$ cat config.mk
export PLATFORM = sky130hd
export DESIGN_NAME = dds_key_controller
export DESIGN_NICKNAME = d
export VERILOG_FILES = /design/src/rtl/dds_key_controller.sv
export SDC_FILE = /design/constraint.sdc
export NUM_CORES = 1
export LEC_CHECK = 0
export CORE_ASPECT_RATIO = 0.8
export CORE_UTILIZATION = 55
export CTS_BUF_LIST = sky130_fd_sc_hd__clkbuf_4 sky130_fd_sc_hd__clkbuf_8
export CTS_CLUSTER_DIAMETER = 80
export DETAILED_ROUTE_END_ITERATION = 16
export PLACE_DENSITY = 0.74
export SLEW_MARGIN = 20
export SYNTH_ARGS = -nofsm -noshare
export SYNTH_HDL_FRONTEND = slang
export SYNTH_HIERARCHICAL = 1
export SYNTH_SLANG_ARGS = --single-unit
$ cat constraint.sdc
create_clock -name clk -period 4 [get_ports clk]
set_input_delay 0.8 -clock clk [delete_from_list [all_inputs] [get_ports clk]]
set_output_delay 0.8 -clock clk [all_outputs]
set_load 0.05 [all_outputs]
$ cat src/rtl/dds_key_controller.sv
// Front-panel key sequencer for the DDS generator: per-key sync/debounce/auto-repeat
// feeding an arbitrated phase-offset register and a 4-way waveform select.

// state   | meaning
// IDLE    | key released and settled
// ARM     | key seen high, counting stable samples before accepting the press
// PRESSED | press accepted, waiting out the initial auto-repeat delay
// REPEAT  | auto-repeat running at the repeat period
// REL     | key seen low while held, counting stable samples before accepting release
module dds_key_fsm #(
  parameter int unsigned DEBOUNCE_CYCLES = 1000000,
  parameter int unsigned REPEAT_DELAY    = 25000000,
  parameter int unsigned REPEAT_PERIOD   = 5000000,
  parameter bit          REPEAT_EN       = 1'b1
) (
  input  logic clk,
  input  logic reset,
  input  logic key_raw,
  output logic key_event
);

  localparam int unsigned MAX_AB  = (DEBOUNCE_CYCLES > REPEAT_DELAY) ? DEBOUNCE_CYCLES : REPEAT_DELAY;
  localparam int unsigned MAX_CNT = (MAX_AB > REPEAT_PERIOD) ? MAX_AB : REPEAT_PERIOD;
  localparam int unsigned CNT_W   = $clog2(MAX_CNT + 1);

  localparam logic [CNT_W-1:0] DEB_C    = CNT_W'(DEBOUNCE_CYCLES);
  localparam logic [CNT_W-1:0] DLY_M1_C = CNT_W'(REPEAT_DELAY - 1);
  localparam logic [CNT_W-1:0] PER_M1_C = CNT_W'(REPEAT_PERIOD - 1);
  localparam logic [CNT_W-1:0] ONE_C    = CNT_W'(1);

  typedef enum logic [2:0] {
    IDLE    = 3'd0,
    ARM     = 3'd1,
    PRESSED = 3'd2,
    REPEAT  = 3'd3,
    REL     = 3'd4
  } key_state_t;

  key_state_t       state;
  logic [CNT_W-1:0] cnt;
  logic [1:0]       sync_q;
  logic             ret_repeat;
  logic             k_s;

  assign k_s = sync_q[1];

  // Event is decoded from the current state so the phase register can take it on the
  // same edge the FSM leaves ARM, keeping press-to-update at DEBOUNCE_CYCLES+3 edges.
  always_comb begin
    key_event = 1'b0;
    case (state)
      ARM:     key_event = k_s && (cnt == DEB_C);
      PRESSED: key_event = REPEAT_EN && k_s && (cnt == DLY_M1_C);
      REPEAT:  key_event = k_s && (cnt == PER_M1_C);
      default: key_event = 1'b0;
    endcase
  end

  always_ff @(posedge clk or negedge reset) begin
    if (!reset) begin
      sync_q     <= 2'b00;
      state      <= IDLE;
      cnt        <= '0;
      ret_repeat <= 1'b0;
    end else begin
      sync_q <= {sync_q[0], key_raw};
      case (state)
        IDLE: begin
          if (k_s) begin
            state <= ARM;
            cnt   <= ONE_C;
          end
        end
        ARM: begin
          if (!k_s) begin
            state <= IDLE;
            cnt   <= '0;
          end else if (cnt == DEB_C) begin
            state <= PRESSED;
            cnt   <= '0;
          end else begin
            cnt <= cnt + ONE_C;
          end
        end
        PRESSED: begin
          if (!k_s) begin
            state      <= REL;
            cnt        <= ONE_C;
            ret_repeat <= 1'b0;
          end else if (REPEAT_EN) begin
            if (cnt == DLY_M1_C) begin
              state <= REPEAT;
              cnt   <= '0;
            end else begin
              cnt <= cnt + ONE_C;
            end
          end
        end
        REPEAT: begin
          if (!k_s) begin
            state      <= REL;
            cnt        <= ONE_C;
            ret_repeat <= 1'b1;
          end else if (cnt == PER_M1_C) begin
            cnt <= '0;
          end else begin
            cnt <= cnt + ONE_C;
          end
        end
        REL: begin
          if (k_s) begin
            state <= ret_repeat ? REPEAT : PRESSED;
            cnt   <= '0;
          end else if (cnt == DEB_C) begin
            state <= IDLE;
            cnt   <= '0;
          end else begin
            cnt <= cnt + ONE_C;
          end
        end
        default: begin
          state <= IDLE;
          cnt   <= '0;
        end
      endcase
    end
  end

endmodule

module dds_key_controller #(
  parameter int unsigned PHASE_W         = 8,
  parameter int unsigned PHASE_STEP      = 1,
  parameter int unsigned DEBOUNCE_CYCLES = 1000000,
  parameter int unsigned REPEAT_DELAY    = 25000000,
  parameter int unsigned REPEAT_PERIOD   = 5000000
) (
  input  logic               clk,
  input  logic               reset,
  input  logic               key_add,
  input  logic               key_sub,
  input  logic               key_mode,
  output logic [PHASE_W-1:0] phase,
  output logic [1:0]         out_mode,
  output logic               phase_changed
);

  localparam logic [PHASE_W-1:0] STEP_C = PHASE_W'(PHASE_STEP);

  logic add_ev;
  logic sub_ev;
  logic mode_ev;

  dds_key_fsm #(
    .DEBOUNCE_CYCLES (DEBOUNCE_CYCLES),
    .REPEAT_DELAY    (REPEAT_DELAY),
    .REPEAT_PERIOD   (REPEAT_PERIOD),
    .REPEAT_EN       (1'b1)
  ) u_key_add (
    .clk       (clk),
    .reset     (reset),
    .key_raw   (key_add),
    .key_event (add_ev)
  );

  dds_key_fsm #(
    .DEBOUNCE_CYCLES (DEBOUNCE_CYCLES),
    .REPEAT_DELAY    (REPEAT_DELAY),
    .REPEAT_PERIOD   (REPEAT_PERIOD),
    .REPEAT_EN       (1'b1)
  ) u_key_sub (
    .clk       (clk),
    .reset     (reset),
    .key_raw   (key_sub),
    .key_event (sub_ev)
  );

  dds_key_fsm #(
    .DEBOUNCE_CYCLES (DEBOUNCE_CYCLES),
    .REPEAT_DELAY    (REPEAT_DELAY),
    .REPEAT_PERIOD   (REPEAT_PERIOD),
    .REPEAT_EN       (1'b0)
  ) u_key_mode (
    .clk       (clk),
    .reset     (reset),
    .key_raw   (key_mode),
    .key_event (mode_ev)
  );

  // Simultaneous add and sub cancel: no update and no change pulse.
  always_ff @(posedge clk or negedge reset) begin
    if (!reset) begin
      phase         <= '0;
      out_mode      <= 2'd0;
      phase_changed <= 1'b0;
    end else begin
      phase_changed <= add_ev ^ sub_ev;
      if (add_ev && !sub_ev) begin
        phase <= phase + STEP_C;
      end else if (sub_ev && !add_ev) begin
        phase <= phase - STEP_C;
      end
      if (mode_ev) begin
        out_mode <= out_mode + 2'd1;
      end
    end
  end

endmodule

# Yosys cells after proc, flatten, opt, wreduce, memory -nomap -nowiden
# Index checks and enable logic that the tools add are counted.
# totals
regBits	104
latch_bits	0
mem_bits_rw	0
mem_bits_ro	0
inputBits	5
out_inout_bits	11
elab_cells	155
memories	0
# classes
addsub	6
mul	0
div_mod_pow	0
magnitude_cmp	0
eq_ne	38
shift	0
muxes	68
n_bitwise	1
reduce_logical	27
# op_table
cell	count
$mux W25	23
$pmux W25 S5	3
$add A25 B1 Y25 const B	3
$eq A25 B20 Y1 const B	3
$eq A25 B23 Y1 const B	3
$mux W3	22
$eq A25 B25 Y1 const B	2
$pmux W3 S5	2
$eq A3 B2 Y1 const B	6
$mux W8	2
$ne A3 B3 Y1 const B	5
$ne A2 B2 Y1 const B	7
$pmux W3 S4	1
$logic_and A1 B1 Y1	10
$reduce_and A5 Y1	2
$eq A3 B1 Y1 const B	3
$eq A3 B3 Y1 const B	3
$logic_not A3 Y1	3
$mux W1	9
$ne A3 B1 Y1 const B	3
$reduce_and A3 Y1	3
$add A8 B1 Y8 const B	1
$pmux W1 S2	4
$reduce_bool A2 Y1	4
9 further kinds	13

# Logic depth before layout (Yosys ltp)
# Gate-level depths: netlist of the first run.
# depth
depth_word	7
depth_mapped	16
mapped_depth_nobuf	16

# Hierarchy
# The synthesis of the first run kept the hierarchy.
# by_module_without_submodules
module	instances	cells_each	area_each_um2	seq_area_each_um2
dds_key_fsm at u_key_mode	1	194	1969.4	775.7
dds_key_fsm at u_key_add	1	218	1901.8	775.7
dds_key_fsm at u_key_sub	1	204	1864.3	775.7
dds_key_controller	1	73	704.4	275.3

# Worst setup path before layout of the first run
# Ideal clock, no wire load.
# synth_path
kind	register -> register
start	register u_key_sub.cnt[2]
end	register phase[7]
setup_ns	0.122
t_arrival_ns	3.185
required_time_ns	3.878
path_slack_ns	0.693
path_stages_with_launch	16
n_path_buf	0
synth_period_minus_slack_ns	3.307
cell_sequence	dfrtp_1 > nor4b_1 > nand4_1 > or3_1 > nor2_1 > o21ai_0 > a211oi_1 > inv_1 > ha_1 > inv_1 > ha_1 > a211oi_2 > nor3_1 > a211oi_2 > xnor2_1 > a32o_1
# synth_via
elab_chain_cells	6
word_cells_on_any_way	12
classes_between	eq/ne (3); mux (2); reduce/logical (7)
# synth_lines
item	line	source
from (decl)	40	logic [CNT_W-1:0] cnt;
from (signal assigned)	82	cnt <= cnt + ONE_C;
from (signal assigned)	95	cnt <= cnt + ONE_C;
from (signal assigned)	107	cnt <= cnt + ONE_C;
$eq A25 B23 Y1 (tied with other cells)	54	REPEAT: key_event = k_s && (cnt == PER_M1_C);
$logic_and A1 B1 Y1, on equally long branches	54, 52, 53	
$pmux W1 S3 (*)	51	case (state)
net sub_ev	151	logic sub_ev;
$logic_not A1 Y1	198	if (add_ev && !sub_ev) begin
$logic_and A1 B1 Y1	198	
$mux W8 or $reduce_bool A2 Y1 (tied branches)	n/a	
to (signal assigned)	199	phase <= phase + STEP_C;
to (signal assigned)	201	phase <= phase - STEP_C;
to (decl)	143	output logic [PHASE_W-1:0] phase,
# The timed path passes the listed nets; every way through them passes the cells marked *.
# A chain may end at the register's enable or synchronous reset.

# Worst setup path after layout of the first run
# layout_path
start	register u_key_add.cnt[0]
end	register phase[7]
# layout_via
elab_chain_cells	6
word_cells_on_any_way	12
classes_between	eq/ne (3); mux (2); reduce/logical (7)
# layout_lines
item	line	source
from (decl)	40	
from (signal assigned)	82	
from (signal assigned)	95	
from (signal assigned)	107	
$eq A25 B23 Y1 (tied with other cells)	54	
$logic_and A1 B1 Y1, on equally long branches	54, 52, 53	
$pmux W1 S3 (*)	51	
net add_ev	150	logic add_ev;
$logic_not A1 Y1	200	end else if (sub_ev && !add_ev) begin
$logic_and A1 B1 Y1	200	
$reduce_bool A2 Y1 (no line)	n/a	
# Marks and branches as above.

==> results.cfg, run 1 <==
[status]
status = complete, no violations

[timing]
fin_crit_sh_pct = 91.0
drv_slew = 0
hold_slack_ns = 0.356
max_freq_ghz = 0.275
rsz0062_at_grt = false
setup_viol = 0
tns_ns = 0
worstMarginPinSlew_ns = 1.01
fin_skew_ns = 0.00842
min_period_ns = 3.64
slew_headroom_pct = 32.7
hold_viol = 0

[pwr]
power_leakage_nw = 2.70
powerDensity_nw_per_um2 = 314
vdd_drop_max_v = 0.000179

[worst_setup_path]
required_ns = 4.26
cp_slowest_cell = dfrtp_1
critPathKind = flip-flop to flip-flop
cp-end-kind = flip-flop
crit_top_cell = ha_1
slowest_delay_ns = 0.47
arrival_ns = 3.90
worstPathCellList = inv_1, ha_1, nor4bb_1, nand4_1, nor2_4, nand3_1, a21oi_1, ha_1, inv_2, ha_1, nand2_1, o21bai_1, a21oi_1, a2bb2oi_1, a32o_1
cp_max_fo = 9
cp-start-kind = flip-flop

[final_layout]
areaGrowthSynthToFinish_pct = 7.27
n_fill_cell = 925
final_util_pct = 62.0
n_antenna_cell = 0
nets = 709
drive_above_1_share_pct = 11.7

[floorplanning]
io_pins = 16
initial_core_util_pct = 57.8
die_h_um = 98.8
die_w_um = 123
rows = 34
fp.coreArea_um2 = 11100
die_area_um2 = 12100

[logic_synthesis]
netlist_instances = 689
synth_seq_cells = 104
synthFlopType = dfrtp_1
avgSynthCellArea_um2 = 9.35
synth_nets = 708
synth_cell_types = 85
yosysWarnings = 6
ys_seq_area_share_pct = 40.4
synthArstFlopShare_pct = 100
synth_edf_count = 0
syn-cell-area_um2 = 6440

[grt]
overflow = 0
grt_pass1_wl_mm = 23.4
grt_usage_pct = 24.0
grt_max_degree = 61
grt_pass1_vias = 4819
antenna_found_initial = 0

[routing]
routed_wl_mm = 13.8
dr.pass1.iters = 5
vias_per_cell = 6.16
vias = 5164
drc = 0
ant_nets = 0
avgRoutedWirePerCell_um = 16.4
drtIter0Drc = 479

[clocking]
cts.sinks = 104
cts_tree = done
cts_made_buffers = 9
clock_latency_ns = 0.37
postCtsSetupBuffers = 0
root_buffer = clkbuf_8
cts.clk_slew.worst_paths_ns = 0.09
ctsHoldBuffers = 0
cts_resized = 0
cts_htree_levels = 3
cts_buffer_depth = 2

[placement]
place.gp.congestion = 0.885
portBuffers = 15
dp_hpwl_mm = 9.38

[job]
drv_cap = 0

[hold_path]
worst_hold_path_type = flip-flop to flip-flop
synthesized netlist by cell type (4+ instances only):
cell type / number / share of area, %
buf_2: 6 / 0.47
nand2_1: 48 / 2.8
nor2b_1: 4 / 0.39
nor3_1: 16 / 1.2
a21oi_1: 42 / 3.3
o31ai_1: 4 / 0.47
nor4bb_1: 6 / 0.93
nand3_1: 33 / 2.6
a21oi_2: 22 / 3.0
nand3b_1: 5 / 0.58
inv_1: 34 / 2.0
and3_1: 13 / 1.3
buf_6: 6 / 1.0
and2_1: 7 / 0.68
xnor2_1: 19 / 2.6
nor3b_1: 5 / 0.58
nand2b_1: 6 / 0.58
nor4_1: 8 / 0.78
nor4b_1: 8 / 1.1
o22ai_1: 5 / 0.49
nor4_2: 4 / 0.78
o21a_1: 4 / 0.47
nor2_1: 50 / 2.9
clkbuf_1: 15 / 0.87
or3_1: 16 / 1.6
ha_1: 13 / 2.5
a21o_1: 7 / 0.82
o21ai_0: 42 / 3.3
dfrtp_1: 104 / 40
nand4_1: 27 / 2.6
xor2_1: 34 / 4.6
sequential cells by signal, indices dropped and copies added (netlist names):
| register | cells |
|---|---|
| u_key_mode/sync_q | 2 |
| out_mode | 2 |
| phase | 8 |
| u_key_sub/sync_q | 2 |
| u_key_add/cnt | 25 |
| u_key_add/ret_repeat | 1 |
| u_key_add/state | 3 |
| u_key_mode/state | 3 |
| u_key_sub/cnt | 25 |
| phase_changed | 1 |
| u_key_sub/state | 3 |
| u_key_add/sync_q | 2 |
| u_key_sub/ret_repeat | 1 |
| u_key_mode/ret_repeat | 1 |
| u_key_mode/cnt | 25 |
path summary, 6_finish.rpt:
path,startpoint,end,slack [ns],cells past startpoint
max,u_key_add/cnt[0],phase[7],0.36,15
min,u_key_sub/sync_q[0],u_key_sub/sync_q[1],0.36,0
max reg2reg,u_key_add/cnt[0],phase[7],0.36,15
min reg2reg,u_key_sub/sync_q[0],u_key_sub/sync_q[1],0.36,0
max in group asynchronous,reset,u_key_mode/cnt[18],2.69,2
min in group asynchronous,reset,u_key_add/cnt[19],0.49,1
area by class of cell:
| class | instances | area, um2 | share of cell area (%) |
|---|---|---|---|
| clock inverter | 5 | 105 | 1.52 |
| tap | 144 | 180 | 2.61 |
| sequential | 104 | 2600 | 37.7 |
| inverter | 34 | 128 | 1.85 |
| clock buffer | 10 | 138 | 1.99 |
| timing repair buffer | 19 | 178 | 2.57 |
| multi-input combinational | 522 | 3580 | 51.8 |
worst max-delay path, delay by kind of cell (launching register included):
kind	cells	cell delay [ns]
simple gates	5	0.91
buf+inv	2	0.22
fa+ha+maj	3	0.86
compound gates	5	1.07
flops	1	0.47
report_power, final:
group / internal, mW / leakage [nW] / switching [mW]
Combinational: 0.0813 / 1.17 / 0.170
Clock: 0.429 / 0.115 / 0.358
Sequential: 1.08 / 1.42 / 0.0531
stage by stage:
stage | cells | cell area (um2) | setup slack (ns) | power [mW]
after global routing | 838 | 6910 | 0.00598 | 2.27
after detailed placement | 823 | 6630 | 0.209 | 1.40
after floorplan | 689 | 6440 | 0.693 | 1.34
after CTS | 838 | 6870 | 0.187 | 2.19
final | 838 | 6910 | 0.362 | 2.17
after global placement | 823 | 6630 | 0.401 | 1.39
per-layer routing:
layer	global-route usage [%]	wire length, um	vias to the layer above
li1	-	-	2505
met1	35.0	6620	2522
met2	36.3	6340	127
met3	5.27	702	10
met4	5.56	95	0
met5	0	0	-
kinds of logic (layout without fill, tap and decap cells):
kind of cell	count (synthesis)	in the layout	synth area share [%]
simple gates	292	292	27.3
mux	1	1	0.175
fa+ha+maj	14	14	2.84
flops	104	104	40.4
compound gates	162	162	17.5
xor+xnor	53	53	7.21
buf+inv	63	68	4.60
cell usage in the layout, fill, tap and decap left out, types with 22 or more instances in the layout:
master / netlist / layout
dfrtp_1: 104 / 103
a21oi_1: 42 / 42
nand3_1: 33 / 33
xor2_1: 34 / 34
nand2_1: 48 / 48
inv_1: 34 / 33
o21ai_0: 42 / 42
a21oi_2: 22 / 22
nor2_1: 50 / 50
nand4_1: 27 / 27
No activity file was read; power rests on OpenSTA's default activity.
==> run 2: changes to the inputs <==
--- a/config.mk
+++ b/config.mk
@@ -5,6 +5,7 @@
 export SDC_FILE = /design/constraint.sdc
 export NUM_CORES = 1
 export LEC_CHECK = 0
+export CAP_MARGIN = 40
 export CORE_ASPECT_RATIO = 0.8
 export CORE_UTILIZATION = 55
 export CTS_BUF_LIST = sky130_fd_sc_hd__clkbuf_4 sky130_fd_sc_hd__clkbuf_8
==> results.cfg, run 2 (same netlist as run 1, synthesis figures left out) <==
[pwr]
vdd_drop_max_v = 0.000179
seqPwrFrac_pct = 56.1
sw_frac_of_total_pct = 28.4
internal_power_mw = 1.45
p_comb_share_pct = 12.8
p_sw_mw = 0.573
power_leakage_nw = 2.71
p_total_mw = 2.02
clkPwrFrac_pct = 31.1
powerDensity_nw_per_um2 = 293

[final_layout]
fin_area_um2 = 6900
drive_above_1_share_pct = 12.0
layout_common_cells = dfrtp_1 (104), nor2_1 (50), nand2_1 (48)
final_common_cell = dfrtp_1
reg.largest.list = u_key_add/cnt x25, u_key_mode/cnt x25, u_key_sub/cnt x25
n_antenna_cell = 0
areaGrowthSynthToFinish_pct = 7.11
final_util_pct = 61.9
nets = 713
stdcell_count = 843

[timing]
worstMarginPinSlew_ns = 1.01
drv_slew = 0
rsz0062_at_grt = false
max_freq_ghz = 0.270
setup_viol = 0
hold_viol = 0
slew_headroom_pct = 32.4
hold_slack_ns = 0.295
setup_slack_ns = 0.294
fin_crit_sh_pct = 92.6
fin_skew_ns = 0.0102
tns_ns = 0
min_period_ns = 3.71

[status]
status = complete, no violations

[clocking]
cts_buffer_depth = 2
cts_tree = done
cts.clk_slew.worst_paths_ns = 0.10
ctsHoldBuffers = 0
root_buffer = clkbuf_8
cts_htree_levels = 3
cts.sinks = 104
cts_made_buffers = 9
clock_latency_ns = 0.37
postCtsSetupBuffers = 0
cts_resized = 0

[routing]
dr.pass1.iters = 5
drtIter0Drc = 504
routed_wl_mm = 13.6
vias_per_cell = 6.12
vias = 5158
ant_nets = 0
drc = 0
avgRoutedWirePerCell_um = 16.1

[grt]
grt_pass1_vias = 4935
overflow = 0
antenna_found_initial = 0
grt_pass1_wl_mm = 23.7
grt_usage_pct = 24.4
grt_max_degree = 61

[worst_setup_path]
arrival_ns = 3.97
cp-start-kind = flip-flop
cp_max_fo = 9
cp-end-kind = flip-flop
critPathKind = flip-flop to flip-flop
required_ns = 4.26

[placement]
place.gp.congestion = 0.885
placedCellCount = 826
place_ws_ns = 0.159
dp_hpwl_mm = 9.50
portBuffers = 15
postPlaceCellArea_um2 = 6670

[floorplanning]
initial_core_util_pct = 57.8
die_w_um = 123
rows = 34
die_area_um2 = 12100
io_pins = 16
die_h_um = 98.8
fp.coreArea_um2 = 11100

[hold_path]
worst_hold_path_type = primary input to async pin

[job]
drv_cap = 0
## run 2: power groups by stage
stage | Sequential [mW] | Clock (mW) | Combinational [mW]
after global placement | 1.15 | 0 | 0.240
final | 1.13 | 0.629 | 0.259
after global routing | 1.14 | 0.698 | 0.292
after detailed placement | 1.15 | 0 | 0.258
after CTS | 1.13 | 0.665 | 0.259
after floorplan | 1.12 | 0 | 0.214
## run 2: path summary, 6_finish.rpt
kind                       slack [ns]                start                  end  cells past startpoint
min reg2reg                      0.36  u_key_sub/sync_q[0]  u_key_sub/sync_q[1]                      0
max reg2reg                      0.29     u_key_add/cnt[0]             phase[7]                     15
min in group clk                 0.36  u_key_sub/sync_q[0]  u_key_sub/sync_q[1]                      0
min                              0.29                reset     u_key_add/cnt[2]                      1
max                              0.29     u_key_add/cnt[0]             phase[7]                     15
max in group asynchronous        2.82                reset   u_key_mode/cnt[18]                      3
## run 2: area by class of cell
| cell class | count | area, um2 |
|---|---|---|
| Multi-Input combinational cell | 522 | 3550 |
| Clock inverter | 3 | 25.0 |
| Tap cell | 144 | 180 |
| Inverter | 34 | 128 |
| Clock buffer | 13 | 166 |
| Sequential cell | 104 | 2600 |
| Fill cell | 930 | 4250 |
| Timing Repair Buffer | 23 | 243 |
## run 2: metal layers
| metal | GRT usage [%] | wire length, um |
|---|---|---|
| met2 | 36.2 | 6110 |
| met1 | 35.8 | 6650 |
| met5 | 0 | 0 |
| met4 | 7.04 | 114 |
| met3 | 5.44 | 692 |
## run 2: critical path, stage by stage (launching register included)
cell and delay, ns:
dfrtp_1 0.47, inv_1 0.09, ha_1 0.13, nor4bb_1 0.27, nand4_1 0.21, nor2_4 0.22, nand3_1 0.09, a21oi_1 0.31
ha_1 0.31, inv_2 0.13, ha_1 0.37, o21ai_1 0.10, nor3_1 0.36, a211oi_2 0.14, xnor2_1 0.15, a32o_1 0.23
==> run 3: changes to the inputs <==
--- a/config.mk
+++ b/config.mk
@@ -5,12 +5,13 @@
 export SDC_FILE = /design/constraint.sdc
 export NUM_CORES = 1
 export LEC_CHECK = 0
-export CAP_MARGIN = 40
 export CORE_ASPECT_RATIO = 0.8
 export CORE_UTILIZATION = 55
 export CTS_BUF_LIST = sky130_fd_sc_hd__clkbuf_4 sky130_fd_sc_hd__clkbuf_8
 export CTS_CLUSTER_DIAMETER = 80
 export DETAILED_ROUTE_END_ITERATION = 16
+export HOLD_SLACK_MARGIN = 0.08
+export MAX_ROUTING_LAYER = met4
 export PLACE_DENSITY = 0.74
 export SLEW_MARGIN = 20
 export SYNTH_ARGS = -nofsm -noshare
==> results.cfg, run 3 (same netlist as run 1, synthesis figures left out) <==
[status]
status = complete, no violations

[job]
drv_cap = 0

[timing]
worstMarginPinSlew_ns = 1.01
slew_headroom_pct = 32.8
fin_skew_ns = 0.00702
drv_slew = 0
tns_ns = 0
setup_viol = 0
max_freq_ghz = 0.275
setup_slack_ns = 0.364
hold_viol = 0
fin_crit_sh_pct = 90.9
rsz0062_at_grt = false
min_period_ns = 3.64

[final_layout]
reg.largest.list = u_key_add/cnt x25, u_key_mode/cnt x25, u_key_sub/cnt x25
final_common_cell = dfrtp_1
layout_common_cells = dfrtp_1 (103), nor2_1 (50), nand2_1 (48)
n_antenna_cell = 0
areaGrowthSynthToFinish_pct = 7.27
n_fill_cell = 925
final_util_pct = 62.0
drive_above_1_share_pct = 11.7
nets = 709

[floorplanning]
die_w_um = 123
die_area_um2 = 12100
rows = 34
fp.coreArea_um2 = 11100
die_h_um = 98.8
io_pins = 16
initial_core_util_pct = 57.8

[placement]
dp_hpwl_mm = 9.38
portBuffers = 15
place_ws_ns = 0.209
place.gp.congestion = 0.899

[clocking]
cts_buffer_depth = 2
cts_resized = 0
cts_htree_levels = 3
clock_latency_ns = 0.37
ctsHoldBuffers = 0
cts_tree = done
cts.clk_slew.worst_paths_ns = 0.10
cts_made_buffers = 9
root_buffer = clkbuf_8
postCtsSetupBuffers = 0
cts.sinks = 104

[routing]
ant_nets = 0
avgRoutedWirePerCell_um = 16.5
drtIter0Drc = 440
vias = 5199
drc = 0
dr.pass1.iters = 5
vias_per_cell = 6.20
routed_wl_mm = 13.8

[grt]
overflow = 0
antenna_found_initial = 0
grt_max_degree = 61
grt_pass1_wl_mm = 23.4
grt_usage_pct = 24.7
grt_pass1_vias = 4826

[pwr]
vdd_drop_max_v = 0.000180
power_leakage_nw = 2.70
powerDensity_nw_per_um2 = 315

[worst_setup_path]
cp-startpoint = u_key_add/cnt[0]
critPathKind = flip-flop to flip-flop
crit_top_cell = ha_1
cp_max_fo = 9
worstPathCellList = inv_1, ha_1, nor4bb_1, nand4_1, nor2_4, nand3_1, a21oi_1, ha_1, inv_2, ha_1, nand2_1, o21bai_1, a21oi_1, a2bb2oi_1, a32o_1
cp-end-kind = flip-flop
r2r_cells = 15
arrival_ns = 3.90
required_ns = 4.26
slowest_delay_ns = 0.47
r2r-start = u_key_add/cnt[0]
cp-start-kind = flip-flop
r2r-end = phase[7]
rrSetupSlack_ns = 0.36
cp_slowest_cell = dfrtp_1

[hold_path]
worstHoldStart = u_key_sub/sync_q[0]
worst_hold_path_type = flip-flop to flip-flop
hold_depth = 0
worst_hold_path.endpoint = u_key_sub/sync_q[1]
==> run 3: through the flow <==
stage / hold slack, ns / instances / instance area (um2) / power (mW)
6_report: 0.356 / 838 / 6910 / 2.17
5_1_grt: 0.376 / 838 / 6910 / 2.27
4_1_cts: 0.360 / 838 / 6870 / 2.19
3_5_place_dp: 0.335 / 823 / 6630 / 1.40
3_3_place_gp: 0.334 / 823 / 6630 / 1.39
2_1_floorplan: 0.331 / 689 / 6440 / 1.34
==> run 3: report_power, final <==
group,internal [mW],switching [mW],total (mW)
Sequential,1.08,0.0539,1.13
Combinational,0.0813,0.170,0.251
Clock,0.429,0.360,0.789
==> run 3: how the worst max path moves through the flow <==
stage                     depth (start not counted)       end  slack, ns
after CTS                                        15  phase[7]       0.19
after global placement                           15  phase[7]       0.40
final                                            15  phase[7]       0.36
after detailed placement                         15  phase[7]       0.21
after global routing                             15  phase[7]      0.006
after floorplan                                  15  phase[7]       0.69
==> run 3: critical path: cells and delay by family (launching register included) <==
| family | cells | cell delay (ns) |
|---|---|---|
| AOI/OAI and AO/OA | 5 | 1.07 |
| buffers and inverters | 2 | 0.22 |
| adders and majority gates | 3 | 0.86 |
| DFF | 1 | 0.47 |
| and+or+nand+nor | 5 | 0.91 |
==> run 3: layout make-up <==
| type | count | area (um2) | area share (%) |
|---|---|---|---|
| Clock buffer | 10 | 138 | 1.99 |
| Clock inverter | 5 | 105 | 1.52 |
| Inverter | 34 | 128 | 1.85 |
| Multi-Input combinational cell | 522 | 3580 | 51.8 |
| Sequential cell | 104 | 2600 | 37.7 |
| Tap cell | 144 | 180 | 2.61 |
| Timing Repair Buffer | 19 | 178 | 2.57 |
==> run 3: per-layer routing <==
metal	track usage, %	vias to the layer above	routed length, um
met2	36.4	151	6280
li1	-	2499	-
met5	-	-	0
met3	5.21	10	755
met4	5.56	0	107
met1	35.1	2539	6660
